<file path="config.mk">
export PLATFORM = sky130hd
export DESIGN_NAME = flex_down_timer_flat
export DESIGN_NICKNAME = d
export VERILOG_FILES = /design/src/rtl/flex_down_timer_if.sv /design/src/rtl/flex_down_timer.sv /design/src/flat_wrapper.sv
export SDC_FILE = /design/constraint.sdc
export NUM_CORES = 1
export LEC_CHECK = 0
export BUFFER_PORTS_ARGS = -buffer_cell sky130_fd_sc_hd__buf_4
export CAP_MARGIN = 20
export CORE_ASPECT_RATIO = 0.9
export CORE_MARGIN = 4
export CORE_UTILIZATION = 56
export CTS_CLUSTER_SIZE = 25
export DETAILED_ROUTE_END_ITERATION = 10
export HOLD_SLACK_MARGIN = 0.03
export PLACE_DENSITY = 0.81
export REMOVE_ABC_BUFFERS = 1
export SKIP_LAST_GASP = 1
export SLEW_MARGIN = 15
export SYNTH_ARGS = -nofsm -noshare
export SYNTH_HDL_FRONTEND = slang
export SYNTH_SLANG_ARGS = --single-unit
</file>
<file path="constraint.sdc">
create_clock -name clk -period 4.6 [get_ports clk]
set_clock_uncertainty 0.15 [all_clocks]
set_input_delay 0.92 -clock clk [delete_from_list [all_inputs] [get_ports clk]]
set_output_delay 0.92 -clock clk [all_outputs]
set_load 0.03 [all_outputs]
</file>
<file path="src/rtl/flex_down_timer_if.sv">
`default_nettype none
// ============================================================================
//  Module      : flex_down_timer_if
//  Description : Control/status bundle for the flex_down_timer block.
//                master : drives start/abort/load_val/prescale_val,
//                         observes count_out/tick_out/busy/done.
//                slave  : the timer itself (mirror directions).
//  Ports       : start, abort          - synchronous requests
//                load_val              - initial count (NUM_CNT_BITS)
//                prescale_val          - divider (NUM_PRE_BITS)
//                count_out             - registered current count
//                tick_out              - one-cycle pulse after each decrement
//                busy, done            - state decodes
//  Revision    : 1.0 - initial release
// ============================================================================
interface flex_down_timer_if #(
    parameter int NUM_CNT_BITS = 4,
    parameter int NUM_PRE_BITS = 4
);
    logic                    start;
    logic                    abort;
    logic [NUM_CNT_BITS-1:0] load_val;
    logic [NUM_PRE_BITS-1:0] prescale_val;
    logic [NUM_CNT_BITS-1:0] count_out;
    logic                    tick_out;
    logic                    busy;
    logic                    done;

    modport master (
        output start,
        output abort,
        output load_val,
        output prescale_val,
        input  count_out,
        input  tick_out,
        input  busy,
        input  done
    );

    modport slave (
        input  start,
        input  abort,
        input  load_val,
        input  prescale_val,
        output count_out,
        output tick_out,
        output busy,
        output done
    );
endinterface
`default_nettype wire

</file>
<file path="src/rtl/flex_down_timer.sv">
`default_nettype none
// ============================================================================
//  Module      : flex_down_timer
//  Description : Loadable down-counter with a programmable prescaler.
//                An accepted start loads load_val and latches prescale_val;
//                the count then drops by one every prescale_val+1 cycles
//                until it reaches zero, where a one-cycle DONE state is
//                entered. abort cancels an active countdown.
//  Ports       : clk  - clock, rising edge
//                rst  - asynchronous active-high reset
//                tmr  - flex_down_timer_if.slave (start, abort, load_val,
//                       prescale_val, count_out, tick_out, busy, done)
//  Revision    : 1.0 - initial release
// ============================================================================
module flex_down_timer #(
    parameter int NUM_CNT_BITS = 4,
    parameter int NUM_PRE_BITS = 4
) (
    input  wire logic          clk,
    input  wire logic          rst,
    flex_down_timer_if.slave   tmr
);

    localparam logic [NUM_CNT_BITS-1:0] c_cnt_one = NUM_CNT_BITS'(1);
    localparam logic [NUM_PRE_BITS-1:0] c_pre_one = NUM_PRE_BITS'(1);

    typedef enum logic [1:0] {
        S_IDLE = 2'd0,
        S_RUN  = 2'd1,
        S_DONE = 2'd2
    } state_t;

    state_t                  r_state;
    logic [NUM_CNT_BITS-1:0] r_count;
    logic [NUM_PRE_BITS-1:0] r_pre;
    logic [NUM_PRE_BITS-1:0] r_pre_lim;
    logic                    r_tick;

    state_t                  w_state_next;
    logic [NUM_CNT_BITS-1:0] w_count_next;
    logic [NUM_PRE_BITS-1:0] w_pre_next;
    logic [NUM_PRE_BITS-1:0] w_pre_lim_next;
    logic                    w_tick_next;

    // ------------------------------------------------------------------
    // State and datapath registers
    // ------------------------------------------------------------------
    always_ff @(posedge clk or posedge rst) begin
        if (rst) begin
            r_state   <= S_IDLE;
            r_count   <= '0;
            r_pre     <= '0;
            r_pre_lim <= '0;
            r_tick    <= 1'b0;
        end else begin
            r_state   <= w_state_next;
            r_count   <= w_count_next;
            r_pre     <= w_pre_next;
            r_pre_lim <= w_pre_lim_next;
            r_tick    <= w_tick_next;
        end
    end

    // ------------------------------------------------------------------
    // Next-state / next-datapath logic
    // ------------------------------------------------------------------
    always_comb begin
        w_state_next   = r_state;
        w_count_next   = r_count;
        w_pre_next     = r_pre;
        w_pre_lim_next = r_pre_lim;
        w_tick_next    = 1'b0;

        case (r_state)
            S_IDLE: begin
                w_count_next = '0;
                w_pre_next   = '0;
                // abort wins over start when both arrive together
                if (tmr.start && !tmr.abort) begin
                    w_pre_lim_next = tmr.prescale_val;
                    if (tmr.load_val != '0) begin
                        w_count_next = tmr.load_val;
                        w_state_next = S_RUN;
                    end else begin
                        // zero-length countdown: finish immediately
                        w_state_next = S_DONE;
                    end
                end
            end

            S_RUN: begin
                if (tmr.abort) begin
                    w_state_next = S_IDLE;
                    w_count_next = '0;
                    w_pre_next   = '0;
                end else if (r_pre == r_pre_lim) begin
                    w_pre_next  = '0;
                    w_tick_next = 1'b1;
                    // count is never zero in RUN; the guard keeps it from
                    // wrapping should that ever be violated
                    if (r_count != '0) begin
                        w_count_next = r_count - c_cnt_one;
                    end
                    if (r_count <= c_cnt_one) begin
                        w_state_next = S_DONE;
                    end
                end else begin
                    w_pre_next = r_pre + c_pre_one;
                end
            end

            S_DONE: begin
                // single-cycle state; abort and start have no effect here
                w_state_next = S_IDLE;
                w_count_next = '0;
                w_pre_next   = '0;
            end

            default: begin
                w_state_next = S_IDLE;
                w_count_next = '0;
                w_pre_next   = '0;
            end
        endcase
    end

    // ------------------------------------------------------------------
    // Outputs: registers or pure state decodes
    // ------------------------------------------------------------------
    assign tmr.count_out = r_count;
    assign tmr.tick_out  = r_tick;
    assign tmr.busy      = (r_state == S_RUN) || (r_state == S_DONE);
    assign tmr.done      = (r_state == S_DONE);

endmodule
`default_nettype wire
</file>
<file path="src/flat_wrapper.sv">
// flat-port wrapper written by rule: the top's interface ports become plain ports
module flex_down_timer_flat 
#(
    parameter int NUM_CNT_BITS = 4,
    parameter int NUM_PRE_BITS = 4
)
  (clk, rst, tmr_start, tmr_abort, tmr_load_val, tmr_prescale_val, tmr_count_out, tmr_tick_out, tmr_busy, tmr_done);
  flex_down_timer_if #(.NUM_CNT_BITS(NUM_CNT_BITS), .NUM_PRE_BITS(NUM_PRE_BITS)) tmr_i ();
  input  wire logic clk;
  input  wire logic rst;
  input wire logic [$bits(tmr_i.start)-1:0] tmr_start;
  input wire logic [$bits(tmr_i.abort)-1:0] tmr_abort;
  input wire logic [$bits(tmr_i.load_val)-1:0] tmr_load_val;
  input wire logic [$bits(tmr_i.prescale_val)-1:0] tmr_prescale_val;
  output wire logic [$bits(tmr_i.count_out)-1:0] tmr_count_out;
  output wire logic [$bits(tmr_i.tick_out)-1:0] tmr_tick_out;
  output wire logic [$bits(tmr_i.busy)-1:0] tmr_busy;
  output wire logic [$bits(tmr_i.done)-1:0] tmr_done;
  assign tmr_i.start = tmr_start;
  assign tmr_i.abort = tmr_abort;
  assign tmr_i.load_val = tmr_load_val;
  assign tmr_i.prescale_val = tmr_prescale_val;
  assign tmr_count_out = tmr_i.count_out;
  assign tmr_tick_out = tmr_i.tick_out;
  assign tmr_busy = tmr_i.busy;
  assign tmr_done = tmr_i.done;
  flex_down_timer #(.NUM_CNT_BITS(NUM_CNT_BITS), .NUM_PRE_BITS(NUM_PRE_BITS)) u_core (.clk(clk), .rst(rst), .tmr(tmr_i));
endmodule
</file>
## Word level (Yosys, flattened, before mapping)

Cells that the tools add are included.

- Register bits after elaboration: 15
- Bits of input ports: 12
- Output and inout port bits: 7
- Word-level logic and storage cells: 42

- Add/subtract/negate cells: 2
- $lt $le $gt $ge: 1
- Eq/ne operators: 7
- Mux-type cells: 18
- Reduce and logical (&&, ||, !) cells: 9

Operators with widths:

| cell | number |
|---|---|
| two-way mux 4 bit | 8 |
| two-way mux 2 bit | 5 |
| inequality test 3 x 2 -> 1 bit (second input constant) | 3 |
| one-hot mux 4 bit (2 select lines) | 1 |
| nonzero test 4 bit | 2 |
| adder 4 x 1 -> 4 bit (second input constant) | 1 |
| == test 4 bit | 1 |
| less-or-equal comparator 4 x 1 -> 1 bit (second input constant) | 1 |
| one-hot mux 2 bit (2 select lines) | 1 |
| AND reduction 2 bit | 2 |
| subtractor 4 x 1 -> 4 bit (second input constant) | 1 |
| two-way mux 1 bit | 3 |
| AND reduction 3 bit | 1 |
| == test 2 x 1 -> 1 bit (second input constant) | 1 |
| == test 2 bit (second input constant) | 1 |
| zero test 2 bit | 1 |
| inequality test 2 x 1 -> 1 bit (second input constant) | 1 |
| logical AND 1 bit | 1 |
| zero test 1 bit | 1 |
| logical OR 1 bit | 1 |

## Logic depth before layout (Yosys ltp)

Gate-level depths: netlist of the first run.

- Word-level depth: 5
- Mapped depth: 7
- Gate-level depth less buffers: 6

## Worst setup path before layout of the first run

Ideal clock, no wire load.

- Path kind: input-to-reg
- From: input port tmr_abort
- To: register u_core.r_count[3] (netlist: u_core.tmr.count_out[3])
- Setup time: 107 ps
- Arrival time: 1827 ps
- Required time: 4343 ps
- Path slack: 2516 ps
- Stages on the path: 5
- Buffers on the path: 1
- Cell sequence: and3b_1 > buf_2 > nand2_1 > and4_1 > a2111oi_4

- Cells in the longest elaborated chain, start to end: 4
- Elaborated cells on any way between the ends: 8
- Classes of those cells: 2 x eq/ne; 3 x mux; 3 x reduce/logical

Ends and longest elaborated chain:

| element | line | text |
|---|---|---|
| from (decl) | flat_wrapper.sv:12 | `input wire logic [$bits(tmr_i.abort)-1:0] tmr_abort;` |
| zero test 1 bit | flex_down_timer.sv:79 | `if (tmr.start && !tmr.abort) begin` |
| logical AND 1 bit | flex_down_timer.sv:79 |  |
| two-way mux 4 bit | flex_down_timer.sv:79 |  |
| one-hot mux 4 bit (2 select lines) | flex_down_timer.sv:74 | `case (r_state)` |
| to (signal assigned) | flex_down_timer.sv:57 | `r_count <= w_count_next;` |
| to (decl) | flex_down_timer.sv:34 | `logic [NUM_CNT_BITS-1:0] r_count;` |

Several ways; a longest one is shown, not always the timed one.
A chain may end at the register's enable or synchronous reset.

## Final worst setup path of the first run

- From: register u_core.r_state[0]
- To: output port tmr_busy

- Cells in the longest elaborated chain, start to end: 2
- Elaborated cells on any way between the ends: 3
- Classes of those cells: 2 x eq/ne; 1 x reduce/logical

Ends and longest elaborated chain:

| element | line | text |
|---|---|---|
| from (decl) | flex_down_timer.sv:33 | `state_t r_state;` |
| from (signal assigned) | flex_down_timer.sv:56 | `r_state <= w_state_next;` |
| == test 2 x 1 -> 1 bit or == test 2 bit (tied branches) | flex_down_timer.sv:132 | `assign tmr.busy = (r_state == S_RUN) \|\| (r_state == S_DONE);` |
| logical OR 1 bit * | flex_down_timer.sv:132 |  |
| to (decl) | flat_wrapper.sv:17 | `output wire logic [$bits(tmr_i.busy)-1:0] tmr_busy;` |

Mark *: on every way between the ends. The rest lies on a longest branch, timed or not.

==> results of run 1 <==
==> per-stage QoR <==
stage / setup WS (ns) / instances / instance area, um2 / util (%) / power [mW]
after floorplan: 2.48 / 82 / 892 / - / 0.470
after global placement: 2.25 / 122 / 1050 / 70.5 / 0.550
after detailed placement: 2.19 / 122 / 1050 / 70.5 / 0.564
after CTS: 2.28 / 126 / 1080 / 72.2 / 0.642
after global routing: 2.14 / 126 / 1080 / 72.2 / 0.691
final: 2.29 / 126 / 1080 / 72.2 / 0.634
==> state kept, by name (all words and copies together) (netlist names) <==
| register | cells |
|---|---|
| u_core.r_pre | 4 |
| u_core.r_pre_lim | 4 |
| u_core.tmr.count_out | 4 |
| u_core.r_state | 2 |
| u_core.tmr.tick_out | 1 |
==> worst max-delay path, stage by stage (launching register included) <==
cell,delay [ns]
dfrtp_1,0.40
inv_1,0.09
ha_1,0.29
buf_4,0.17
==> area by class of cell <==
cell class	count	share of cell area (%)
Sequential cell	15	34.7
Clock buffer	4	2.43
Tap cell	22	2.55
Timing Repair Buffer	18	12.5
Inverter	7	2.43
Multi-Input combinational cell	60	45.4
==> worst max path at each step <==
stage	from	end	slack [ns]	cells after the start
floorplan	tmr_abort	u_core.tmr.count_out[3]	2.48	4
detailed placement	tmr_abort	u_core.tmr.count_out[3]	2.19	5
CTS	u_core.r_state[0]	tmr_busy	2.28	3
finish	u_core.r_state[0]	tmr_busy	2.29	3
global placement	tmr_abort	u_core.tmr.count_out[3]	2.25	5
global route	u_core.r_pre[2]	u_core.tmr.count_out[0]	2.14	4
==> cell families (layout without fill, tap and decap cells) <==
group / after synthesis / count (layout)
multiplexers: 4 / 4
buffers and inverters: 10 / 29
AND/OR/NAND/NOR: 25 / 25
flip-flops: 15 / 15
adder cells (fa/ha/maj): 7 / 7
AO/OA/AOI/OAI: 18 / 18
XOR/XNOR: 6 / 6
==> Yosys cell counts (2+ instances only) <==
| cell type | n |
|---|---|
| a211oi_1 | 3 |
| a21oi_1 | 3 |
| and4_1 | 2 |
| dfrtp_1 | 15 |
| ha_1 | 7 |
| inv_1 | 7 |
| mux2_2 | 4 |
| nand2_1 | 4 |
| nand2b_1 | 3 |
| nand3_1 | 2 |
| nor2_1 | 6 |
| nor2b_1 | 2 |
| o21ai_0 | 2 |
| xor2_1 | 5 |
==> layer usage <==
metal,vias up,GRT usage [%]
li1,344,-
met1,328,21.3
met2,18,31.0
met3,4,6.80
met4,0,8.06
met5,-,0
==> report_power, final <==
part	total, mW	switching, mW	internal [mW]	leakage (nW)
Sequential	0.221	0.0448	0.176	0.195
Combinational	0.339	0.201	0.139	0.299
Clock	0.0738	0.0401	0.0337	0.0150
==> flow_summary.yaml, run 1 <==
hold_path:
  holdPathStages: 1
  hold_path.class: "reg -> reg"
  whs_endpoint: "u_core.r_pre[0]"
  hp-start: "u_core.r_pre[0]"
critical_path:
  r2r_cells: 4
  reg2reg_to: "u_core.tmr.count_out[0]"
  start_kind: "flip-flop"
  required_ns: 3.53
  crit_arrival_ns: 1.24
  cp_max_fo: 4
  crit_path_end_kind: "output pin"
  reg2reg_slack_ns: 2.31
  regToRegStartpoint: "u_core.r_pre[2]"
  path_class: "reg -> out"
final_layout:
  fillerInstances: 129
  diodes: 0
  nNetsFinal: 124
  final_cell_mix: "18 x buf_4, 15 x dfrtp_1, 7 x inv_1, 7 x ha_1, 6 x nor2_1"
  layout-area-overhead-vs-synth_pct: 18.8
  seqCellArea_um2: 375
  multi_input_area_um2: 490
  final_layout_size_suffix_gt1_share_pct: 28.8
  final_common_cell: "buf_4"
detailed_routing:
  drt_iter0_markers: 12
  via_count: 694
  drc: 0
  avgViaCountPerCell: 5.51
  dr.pass1.iters: 4
  wl_met3_um: 122
  dr_wl_met2_um: 877
  antenna_left: 0
  wl_um: 1790
  wl_per_cell_um: 14.2
  wl_met1_um: 771
  top_layer_used: "met4"
clock_tree:
  clk_pin_slew_ns: 0.09
  cts_root_buf: "clkbuf_4"
  cts_max_level: 1
  postCtsHoldBufs: 0
  cts_made_buffers: 3
  clock_latency_ns: 0.29
  clock_path_buffers: 2
  cts_tree: "built"
  post_cts_resized: 0
  post_cts.repair.setup_buffers: 0
  clock-sinks: 15
logic_synthesis:
  synth_warnings: 0
  synth_compound_area_share_pct: 18.0
  synth_top_family_by_area: "compound AO/OA/AOI/OAI gates"
  synth-seq-cells: 15
  yosys-top-cells-area: "dfrtp_1 41%, ha_1 9.6%, mux2_2 5.0%, xor2_1 4.8%, a2111oi_4 3.0%"
  synthMuxAreaShare_pct: 4.95
  ys_seq_area_share_pct: 41.3
  synth_top_cell_by_area: "dfrtp_1"
  postSynthCellCount: 85
  synthAdderAreaFrac_pct: 9.63
  synthXorXnorAreaFrac_pct: 5.78
  postSynthAreaPerCell_um2: 10.7
  synthArstFlopShare_pct: 100
  synth_top_area_share_pct: 41.3
  syn_area_um2: 910
  yosysUniqueCellTypes: 34
  synth_edf_count: 0
  yosys.area_share.simple_pct: 15.5
  ys.flop_type: "dfrtp_1"
sta:
  fmax_ghz: 0.433
  relSlewSlack_pct: 37.7
  period_minus_slack_ns: 2.31
  rsz0062_at_grt: "false"
  setup_viol: 0
  fin_crit_sh_pct: 50.1
  hold_viol_final: 0
  worst_hold_slack_ns: 0.386
  tns_ns: 0
  tightest_slew_ns: 0.927
  drv_slew: 0
status:
  status: "complete, no violations"
placement:
  hpwl_um: 1420
  gp_congestion: 0.831
  numPortBuffers: 18
pwr:
  p_per_area_nw_per_um2: 587
  p_leak_nw: 0.509
  ir_drop_v: 0.000391
global_route:
  grt_use_total_pct: 18.4
  antenna_found_initial: 0
  grt_pass1_vias: 698
  grt_max_degree: 16
  grt_pass1_wl_um: 3130
  overflow: 0
floorplanning:
  core_um2: 1500
  rows: 13
  initial_core_util_pct: 60.8
  dieArea_um2: 2330
  die_height_um: 46.2
  ioPinCount: 19
  die_x_um: 50.5
run:
  maxCapViolations: 0
(Power assumes the default switching activity.)
==> inputs of run 2 (changes only) <==
--- a/config.mk
+++ b/config.mk
@@ -9,11 +9,11 @@
 export CAP_MARGIN = 20
 export CORE_ASPECT_RATIO = 0.9
 export CORE_MARGIN = 4
-export CORE_UTILIZATION = 56
+export CORE_UTILIZATION = 47
 export CTS_CLUSTER_SIZE = 25
 export DETAILED_ROUTE_END_ITERATION = 10
 export HOLD_SLACK_MARGIN = 0.03
-export PLACE_DENSITY = 0.81
+export PLACE_DENSITY = 0.73
 export REMOVE_ABC_BUFFERS = 1
 export SKIP_LAST_GASP = 1
 export SLEW_MARGIN = 15
==> constraint.sdc (replaced) <==
create_clock -name clk -period 2.03 [get_ports clk]
set_clock_uncertainty 0.15 [all_clocks]
set_input_delay 0.406 -clock clk [delete_from_list [all_inputs] [get_ports clk]]
set_output_delay 0.406 -clock clk [all_outputs]
set_load 0.03 [all_outputs]
==> flow_summary.yaml, run 2 (synthesis results as in run 1) <==
global_route:
  overflow: 0
  grt_pass1_vias: 709
  grt_max_degree: 16
  antenna_found_initial: 0
  grt_use_total_pct: 16.7
  grt_pass1_wl_um: 3260
detailed_routing:
  drt_iter0_markers: 13
  wl_per_cell_um: 14.2
  drc: 0
  wl_um: 1870
  via_count: 710
  avgViaCountPerCell: 5.38
  antenna_left: 0
  dr.pass1.iters: 4
clock_tree:
  clock_latency_ns: 0.28
  cts_root_buf: "clkbuf_4"
  cts_tree: "built"
  post_cts.repair.setup_buffers: 0
  clk_pin_slew_ns: 0.09
  clock-sinks: 15
  cts_made_buffers: 3
  post_cts_resized: 0
  postCtsHoldBufs: 0
  clock_path_buffers: 2
  cts_max_level: 1
pwr:
  switching_power_uw: 666
  p_total_mw: 1.49
  combPwrFrac_pct: 55.8
  intPower_uw: 825
  ir_drop_v: 0.000886
  seq_power_share_pct: 33.3
  p_per_area_nw_per_um2: 1340
  swShare_pct: 44.7
  p_leak_nw: 0.530
  clock_power_share_pct: 10.9
final_layout:
  layout-area-overhead-vs-synth_pct: 22.7
  diodes: 0
  seqCellArea_um2: 375
  nNetsFinal: 128
  final_layout_size_suffix_gt1_share_pct: 32.4
  fillerInstances: 155
  final_common_cell: "buf_4"
  multi_input_area_um2: 493
  final_cell_mix: "22 x buf_4, 15 x dfrtp_1, 7 x inv_1, 7 x ha_1, 6 x nor2_1"
  layout.cells.non_filler: 132
critical_path:
  crit_path_end_kind: "flip-flop"
  cp_max_fo: 6
  crit_arrival_ns: 1.87
  cpPeakStageDelay_ns: 0.39
  path_class: "reg -> reg"
  required_ns: 2.02
  critPathBufInv: 2
  critPathSlowestCell: "dfrtp_1"
  crit_family: "compound AO/OA/AOI/OAI gates"
  path_cells: "inv_1 -> ha_1 -> and3b_2 -> buf_4 -> a211oi_1 -> a2111oi_4"
  start_kind: "flip-flop"
placement:
  hpwl_um: 1560
  gp_congestion: 0.813
  numPortBuffers: 18
  place_inst: 128
sta:
  setup_viol: 0
  tightest_slew_ns: 0.557
  fin_crit_sh_pct: 92.8
  hold_viol_final: 0
  worst_hold_slack_ns: 0.0199
  fmax_ghz: 0.531
  rsz0062_at_grt: "false"
  tns_ns: 0
  relSlewSlack_pct: 62.8
  period_minus_slack_ns: 1.88
  drv_slew: 0
floorplanning:
  rows: 14
  dieArea_um2: 2700
  die_height_um: 49.7
  ioPinCount: 19
  die_x_um: 54.4
  initial_core_util_pct: 51.9
  core_um2: 1750
status:
  status: "complete, no violations"
hold_path:
  hold_path.class: "in -> async"
run:
  maxCapViolations: 0
run 2: cell types whose count changed in the layout (fill, tap and decap cells not counted):
cell	change
a2111oi_1	+1
buf_4	+4
and3b_1	-1
and3b_2	+1
a2111oi_0	-1
run 2: final timing paths:
check                           slack (ns)  cells after the start           startpoint                      end
worst max-delay path                  0.15                      6    u_core.r_state[0]  u_core.tmr.count_out[3]
worst min-delay path                  0.02                      2                  rst      u_core.tmr.tick_out
worst max register to register        0.15                      6    u_core.r_state[0]  u_core.tmr.count_out[3]
worst min register to register        0.38                      1  u_core.r_pre_lim[3]      u_core.r_pre_lim[3]
max in group asynchronous             1.33                      2                  rst  u_core.tmr.count_out[3]
min in group clk                      0.21                      2  tmr_prescale_val[3]      u_core.r_pre_lim[3]
run 2: power groups by stage:
stage	sequential (mW)	clock, mW	combinational [mW]
final	0.497	0.163	0.832
after detailed placement	0.501	0	0.829
after global placement	0.497	0	0.804
after CTS	0.495	0.170	0.831
after global routing	0.510	0.191	0.916
after floorplan	0.544	0	0.521
run 2: per-stage QoR:
| step | worst slack, ns | area [um2] | util (%) |
|---|---|---|---|
| 6_report | 0.147 | 1120 | 63.7 |
| 3_5_place_dp | 0.122 | 1090 | 62.1 |
| 3_3_place_gp | 0.144 | 1090 | 62.1 |
| 4_1_cts | 0.113 | 1110 | 63.6 |
| 5_1_grt | 0.00341 | 1120 | 63.7 |
| 2_1_floorplan | 0.150 | 892 | - |
run 2: worst reg2reg max path, cell delays in order (launching register included):
cell,delay (ns)
dfrtp_1,0.39
inv_1,0.09
ha_1,0.26
and3b_2,0.27
buf_4,0.16
a211oi_1,0.37
a2111oi_4,0.05
run 2: final cells by class:
class,count,area share (%)
sequential,15,33.6
timing repair buffer,22,14.8
clock buffer,4,2.35
inverter,7,2.35
tap,24,2.69
multi-input combinational,60,44.2
run 2: routing by layer:
layer	track usage, %	vias to the layer above	part of all wire, %
met2	25.9	17	48
met1	22.2	338	46
met5	0	-	0
met4	3.73	0	0.53
li1	-	353	-
met3	5.42	2	5.2
==> inputs of run 3 (changes only) <==
--- a/config.mk
+++ b/config.mk
@@ -13,7 +13,7 @@
 export CTS_CLUSTER_SIZE = 25
 export DETAILED_ROUTE_END_ITERATION = 10
 export HOLD_SLACK_MARGIN = 0.03
-export PLACE_DENSITY = 0.73
+export PLACE_DENSITY = 0.81
 export REMOVE_ABC_BUFFERS = 1
 export SKIP_LAST_GASP = 1
 export SLEW_MARGIN = 15
==> flow_summary.yaml, run 3 (synthesis results as in run 1) <==
floorplanning:
  die_x_um: 54.4
  ioPinCount: 19
  core_um2: 1750
  initial_core_util_pct: 51.9
  dieArea_um2: 2700
  die_height_um: 49.7
  rows: 14
detailed_routing:
  wl_um: 2070
  drt_iter0_markers: 9
  antenna_left: 0
  dr.pass1.iters: 4
  wl_per_cell_um: 15.7
  via_count: 746
  avgViaCountPerCell: 5.65
  drc: 0
critical_path:
  path_class: "reg -> reg"
  r2r_cells: 6
  crit_arrival_ns: 1.98
  cp_max_fo: 6
  regToRegStartpoint: "u_core.r_state[0]"
  reg2reg_slack_ns: 0.09
  crit_path_end_kind: "flip-flop"
  reg2reg_to: "u_core.tmr.count_out[3]"
  required_ns: 2.06
  start_kind: "flip-flop"
global_route:
  grt_use_total_pct: 17.8
  grt_pass1_wl_um: 3470
  grt_pass1_vias: 768
  overflow: 0
  grt_max_degree: 16
  antenna_found_initial: 0
hold_path:
  hold_path.class: "in -> async"
pwr:
  p_leak_nw: 0.530
  p_total_mw: 1.52
  ir_drop_v: 0.000731
  p_per_area_nw_per_um2: 1360
clock_tree:
  cts_made_buffers: 3
  cts_max_level: 1
  postCtsHoldBufs: 0
  clock_path_buffers: 2
  clock_latency_ns: 0.28
  clk_pin_slew_ns: 0.09
  cts_tree: "built"
  cts_root_buf: "clkbuf_4"
  clock-sinks: 15
  post_cts.repair.setup_buffers: 0
placement:
  numPortBuffers: 18
  gp_congestion: 0.729
  hpwl_um: 1570
  dp_slack_ns: -0.0285
  post_dp_cell_area_um2: 1090
final_layout:
  final_cell_mix: "22 x buf_4, 15 x dfrtp_1, 7 x inv_1, 7 x ha_1, 6 x nor2_1"
  nNetsFinal: 128
  diodes: 0
  final_common_cell: "buf_4"
  final_cell_area_um2: 1120
  layout-area-overhead-vs-synth_pct: 22.7
  final_layout_size_suffix_gt1_share_pct: 32.4
sta:
  relSlewSlack_pct: 61.9
  period_minus_slack_ns: 1.94
  hold_viol_final: 0
  fin_crit_sh_pct: 95.6
  rsz0062_at_grt: "true"
  drv_slew: 0
  fmax_ghz: 0.515
  final.setup.worst_slack_ns: 0.0887
  tightest_slew_ns: 0.571
  setup_viol: 0
run:
  maxCapViolations: 0
status:
  status: "complete, no violations"
[run 3: metrics by stage]
step	instances	hold WS [ns]	utilization, %	setup TNS, ns
global route	132	0.0658	63.7	-0.0139
floorplan	82	0.157	-	0
finish	132	0.0234	63.7	0
global placement	128	0.348	62.1	0
detailed placement	128	0.352	62.1	-0.0324
CTS	132	0.0465	63.6	0
[run 3: layout make-up]
cell class                 count  area, um2
clock buffer                   4       26.3
fill                         143        636
inverter                       7       26.3
multi-input combinational     60        493
sequential                    15        375
tap                           24       30.0
timing repair buffer          22        165
[run 3: worst max path at each step]
stage	startpoint	endpoint	slack, ns
finish	u_core.r_state[0]	u_core.tmr.count_out[3]	0.09
global route	u_core.tmr.count_out[1]	u_core.r_state[1]	-0.01
floorplan	u_core.r_pre_lim[3]	u_core.tmr.count_out[3]	0.15
detailed placement	u_core.tmr.count_out[1]	u_core.r_state[0]	-0.03
CTS	u_core.r_state[0]	u_core.tmr.count_out[3]	0.03
global placement	u_core.r_state[0]	u_core.tmr.count_out[3]	0.16
[run 3: timing repair]
item / in CTS / in global routing
resized for setup: 1 / 1
setup endpoints to repair: 2 / 2
pin swaps: 0 / 0
[run 3: power by group]
part / leakage (nW) / switching (mW) / internal, mW / total [mW]
Combinational: 0.320 / 0.500 / 0.352 / 0.852
Clock: 0.0150 / 0.0945 / 0.0763 / 0.171
Sequential: 0.195 / 0.102 / 0.399 / 0.501
Total: 0.530 / 0.696 / 0.827 / 1.52
[run 3: worst max-delay path, cell delays in order (launching register included)]
cell	delay, ns
dfrtp_1	0.42
inv_1	0.12
ha_1	0.25
and3b_2	0.29
nand2_1	0.12
and4_1	0.23
a2111oi_4	0.27
[run 3: per-layer routing]
| metal | global-route usage [%] | part of all wire (%) |
|---|---|---|
| met5 | 0 | 0 |
| met4 | 10.4 | 2.3 |
| met3 | 3.01 | 4.5 |
| met2 | 28.7 | 51 |
| met1 | 21.6 | 43 |
